**src/rtl/lutram_stream_reader.sv**
```systemverilog
// Streams LENGTH consecutive words out of a single-port LUTRAM as a valid/ready
// stream, hiding the RAM's one-cycle read latency behind a two-entry skid FIFO.
module lutram_stream_reader #(
   parameter int WIDTH      = 8,
   parameter int DEPTH      = 784,
   parameter int DEPTH_BITS = 10
) (
   input  logic                  clk,
   input  logic                  rst,
   input  logic                  start,
   input  logic [DEPTH_BITS-1:0] base_addr,
   input  logic [DEPTH_BITS:0]   length,
   output logic                  busy,
   output logic                  done,
   output logic                  ram_read_en,
   output logic [DEPTH_BITS-1:0] ram_read_address,
   input  logic [WIDTH-1:0]      ram_read_data,
   input  logic                  ram_write_active,
   output logic [WIDTH-1:0]      m_data,
   output logic                  m_valid,
   input  logic                  m_ready,
   output logic                  m_last
);

   localparam logic [1:0] S_IDLE  = 2'd0;
   localparam logic [1:0] S_RUN   = 2'd1;
   localparam logic [1:0] S_DRAIN = 2'd2;

   localparam logic [DEPTH_BITS-1:0] LAST_ADDR = DEPTH_BITS'(DEPTH - 1);

   // DEPTH need not be a power of two, so the wrap is an explicit compare.
   function automatic logic [DEPTH_BITS-1:0] wrap_inc(input logic [DEPTH_BITS-1:0] a);
      if (a == LAST_ADDR)
         return '0;
      else
         return a + DEPTH_BITS'(1);
   endfunction

   logic [1:0]            state;
   logic [DEPTH_BITS:0]   len_q;
   logic [DEPTH_BITS:0]   issued;
   logic [DEPTH_BITS:0]   beat_cnt;
   logic [DEPTH_BITS-1:0] addr_p0;
   logic                  done_q;

   logic                  rd_vld_p1;
   logic [WIDTH-1:0]      fifo_mem [0:1];
   logic                  wr_ptr;
   logic                  rd_ptr;
   logic [1:0]            fifo_cnt;

   logic                  pop;
   logic                  push;
   logic [2:0]            credit;
   logic                  issue;
   logic                  last_issue;
   logic                  last_beat;

   assign pop        = (fifo_cnt != 2'd0) && m_ready;
   assign push       = rd_vld_p1;
   // Occupancy after this cycle's pop, counting the read already in flight.
   assign credit     = {1'b0, fifo_cnt} + {2'b00, rd_vld_p1} - {2'b00, pop};
   assign issue      = (state == S_RUN) && (issued < len_q) && !ram_write_active
                       && (credit < 3'd2);
   assign last_issue = issue && (issued == len_q - (DEPTH_BITS+1)'(1));
   assign last_beat  = (beat_cnt == len_q - (DEPTH_BITS+1)'(1));

   // Stage p0: address generation and read issue
   always_ff @(posedge clk) begin
      if (rst) begin
         state    <= S_IDLE;
         len_q    <= '0;
         issued   <= '0;
         beat_cnt <= '0;
         addr_p0  <= '0;
         done_q   <= 1'b0;
      end else begin
         done_q <= 1'b0;
         if (pop)
            beat_cnt <= beat_cnt + (DEPTH_BITS+1)'(1);
         case (state)
            S_IDLE: begin
               if (start) begin
                  if (length != '0) begin
                     len_q    <= length;
                     issued   <= '0;
                     beat_cnt <= '0;
                     addr_p0  <= base_addr;
                     state    <= S_RUN;
                  end else begin
                     done_q <= 1'b1;
                  end
               end
            end
            S_RUN: begin
               if (issue) begin
                  issued  <= issued + (DEPTH_BITS+1)'(1);
                  addr_p0 <= wrap_inc(addr_p0);
                  if (last_issue)
                     state <= S_DRAIN;
               end
            end
            S_DRAIN: begin
               if (pop && last_beat) begin
                  state  <= S_IDLE;
                  done_q <= 1'b1;
               end
            end
            default: state <= S_IDLE;
         endcase
      end
   end

   // Stage p1: read in flight, data lands in the skid FIFO next edge
   always_ff @(posedge clk) begin
      if (rst) begin
         rd_vld_p1 <= 1'b0;
         wr_ptr    <= 1'b0;
         rd_ptr    <= 1'b0;
         fifo_cnt  <= 2'd0;
      end else begin
         rd_vld_p1 <= issue;
         if (push)
            wr_ptr <= ~wr_ptr;
         if (pop)
            rd_ptr <= ~rd_ptr;
         fifo_cnt <= fifo_cnt + {1'b0, push} - {1'b0, pop};
      end
   end

   always_ff @(posedge clk) begin
      if (push)
         fifo_mem[wr_ptr] <= ram_read_data;
   end

   // Stage p2: FIFO head drives the stream
   assign m_valid          = (fifo_cnt != 2'd0);
   assign m_data           = m_valid ? fifo_mem[rd_ptr] : '0;
   assign m_last           = m_valid && last_beat;
   assign ram_read_en      = issue;
   assign ram_read_address = addr_p0;
   assign busy             = (state != S_IDLE);
   assign done             = done_q;

endmodule

```
**config.mk**
```make
export PLATFORM = sky130hd
export DESIGN_NAME = lutram_stream_reader
export DESIGN_NICKNAME = d
export VERILOG_FILES = /design/src/rtl/lutram_stream_reader.sv
export SDC_FILE = /design/constraint.sdc
export NUM_CORES = 1
export LEC_CHECK = 0
export ABC_AREA = 0
export CORE_MARGIN = 4
export CORE_UTILIZATION = 55
export CTS_CLUSTER_DIAMETER = 30
export DETAILED_ROUTE_END_ITERATION = 16
export PLACE_DENSITY = 0.84
export SETUP_SLACK_MARGIN = 0.05
export SKIP_CTS_REPAIR_TIMING = 1
export SYNTH_ARGS = -nofsm -noshare
export SYNTH_HDL_FRONTEND = slang
export SYNTH_SLANG_ARGS = --single-unit
```
**constraint.sdc**
```tcl
create_clock -name clk -period 3.9 [get_ports clk]
set_input_delay 0.78 -clock clk [delete_from_list [all_inputs] [get_ports clk]]
set_output_delay 0.78 -clock clk [all_outputs]
set_load 0.005 [all_outputs]
```
==> reports/metrics.yaml <==
outcome:
  status: "finished clean"
placed_design:
  place_hpwl_um: 6640
  postPlaceCellArea_mm2: 0.00453
  io_buffers: 56
  gp_congestion: 0.895
  dpl.cell_count: 582
  place_ws_ps: -221
clock_network:
  cts_root_buffer: "clkbuf_8"
  cts_tree: "built"
  path_clk_slew_ps: 80
  clock_latency_ps: 340
  cts_buffers: 9
  cts_sinks: 68
  h-tree-depth: 3
  clk_path_buf_depth: 2
drt:
  final_antenna_net_count: 0
  wl_per_cell_um: 15.5
  post-route-drc-count: 0
  drt_first_pass_iters: 4
  drt_iter0_drc: 181
  vias_per_cell: 5.66
  vias: 3386
  drt_wl_total_um: 9260
synth:
  synth_top_area_cell: "dfxtp_1"
  synthCells: 447
  ys_top_cells_by_count: "nor2_1 (71), dfxtp_1 (52), a21oi_1 (31), nand2_1 (27), inv_1 (23)"
  ys_async_sr_fraction: 0
  post-synth-top-count-cell: "nor2_1"
  synth_top_area_frac: 0.266
  synth_nets: 499
  syn-cell-area_mm2: 0.00391
  synth-edff-count: 16
  yosys_warnings: 0
  avgSynthCellArea_um2: 8.74
  yosys-top-cells-area: "dfxtp_1 (27%), edfxtp_1 (12%), nor2_1 (6.8%)"
  yosys.cell_types.count: 54
  synth-seq-area-share: 0.389
  synth_ff_type: "dfxtp_1"
  synth_seq_cells: 68
global_routing:
  grt_max_degree: 26
  grt_pass1_vias: 3404
  grt_pass1_wl_um: 15400
  overflow: 0
  groute.usage.overall: 0.224
  antenna_found_initial: 0
floorplan:
  row_count: 30
  io_pins: 57
  die_h_um: 92.3
  die-width_um: 92.3
  initial_utilization: 0.572
  die_area_mm2: 0.00852
  core_area_mm2: 0.00683
run:
  drv_cap: 0
cells_and_area:
  utilization: 0.700
  num-nets-final: 549
  diodes: 0
  layout-drive-gt1-share: 0.0817
  synthToLayoutAreaGrowth_pct: 22.4
  final_cells: 598
  postLayoutCellArea_mm2: 0.00478
sta:
  clock_skew_ps: 7.40
  setup_violations: 0
  clock.fmax_ghz: 0.285
  slew_headroom: 0.555
  rsz0062_at_grt: "no"
  worstMarginPinSlew_ps: 668
  fin_crit_sh: 0.900
  drv_slew: 0
  setup_slack_ps: 390
  finalHoldViolCount: 0
  fin_crit_ps: 3510
power_and_ir_drop:
  irDropWorstVdd_mv: 0.255
  p_per_area_mw_per_mm2: 444
  power_mw: 2.13
  power_leakage_nw: 1.74
setup_path:
  crit_path_end_kind: "flip-flop"
  cp_data_arrival_time_ps: 3740
  r2r_slack_ps: 520
  worst-path-max-fanout: 6
  crit_required_ps: 4130
  crit_type: "in -> reg"
  startpoint_type: "primary input"
worst_hold_path:
  hold_path.class: "reg -> reg"
-- final timing paths --
| kind | startpoint | endpoint | cells after the start |
|---|---|---|---|
| min reg2reg | rd_ptr | flip-flop | 2 |
| max reg2reg | fifo_cnt[1] | state[1] | 11 |
| min | rd_ptr | flip-flop | 2 |
| max | m_ready | state[1] | 12 |
-- report_power, final --
group | leakage, nW | switching [mW] | internal (mW)
sequential | 0.567 | 0.0708 | 0.773
combinational | 1.07 | 0.303 | 0.330
clock | 0.110 | 0.286 | 0.363
-- sequential cells by signal (all words and copies together) (netlist names), 2 cells and up, named ones only --
name,flops
beat_cnt,11
ram_read_address,10
state,2
len_q,11
fifo_cnt,2
issued,11
fifo_mem,16
-- cells in the final DEF, fill, tap and decap left out, types with 5 or more instances in the layout --
cell / synthesis / routed
nor2_1: 71 / 70
clkdlybuf4s50_1: 0 / 54
dfxtp_1: 52 / 52
a21oi_1: 31 / 31
nand2_1: 27 / 27
inv_1: 23 / 22
xnor2_1: 22 / 22
nand3_1: 18 / 18
edfxtp_1: 16 / 16
nor3_1: 16 / 15
ha_1: 17 / 15
xor2_1: 14 / 14
o21ai_0: 13 / 13
mux2i_1: 10 / 10
clkbuf_8: 0 / 9
nand4_1: 8 / 8
o31ai_1: 7 / 7
and3_1: 7 / 7
a211oi_1: 6 / 6
or3_1: 6 / 6
buf_4: 0 / 6
xnor3_1: 5 / 5
-- worst max-delay path, stage by stage --
cell            delay (ps)
dlymetal6s2s_1         120
o21a_1                 140
ha_4                   270
inv_2                   40
ha_4                   150
fa_1                   490
nor3_2                 190
nand4_1                180
buf_4                  210
or4b_1                 540
or4_1                  530
o41ai_1                 80
-- layer usage --
layer | part of all wire | track usage
met2 | 0.51 | 0.384
met4 | 0.025 | 0.0780
met5 | 0 | 0
met3 | 0.058 | 0.0569
met1 | 0.41 | 0.271
-- logic make-up (layout without fill, tap and decap cells) --
logic type      count (synthesis)  after routing  share of synthesized area
mux                            12             12                     0.0314
simple gates                  186            186                      0.237
fa+ha+maj                      18             18                     0.0595
flops                          68             68                      0.389
compound gates                 75             75                      0.119
xor+xnor                       42             42                      0.116
buf+inv                        46            101                     0.0487
-- through the flow --
stage / TNS (ps) / hold slack (ps)
2_1_floorplan: 0 / 471
3_3_place_gp: -253 / 494
3_5_place_dp: -343 / 500
4_1_cts: -250 / 525
5_1_grt: 0 / 559
6_report: 0 / 524
-- layout make-up --
class                      instances  area [um2]
clock inverter                     7        98.8
tap                               96         120
fill                             536        2050
timing repair buffer              62         603
sequential                        68        1520
clock buffer                       9         124
multi-input combinational        333        2230
inverter                          23        86.3
No activity file was read; power rests on OpenSTA's default activity.
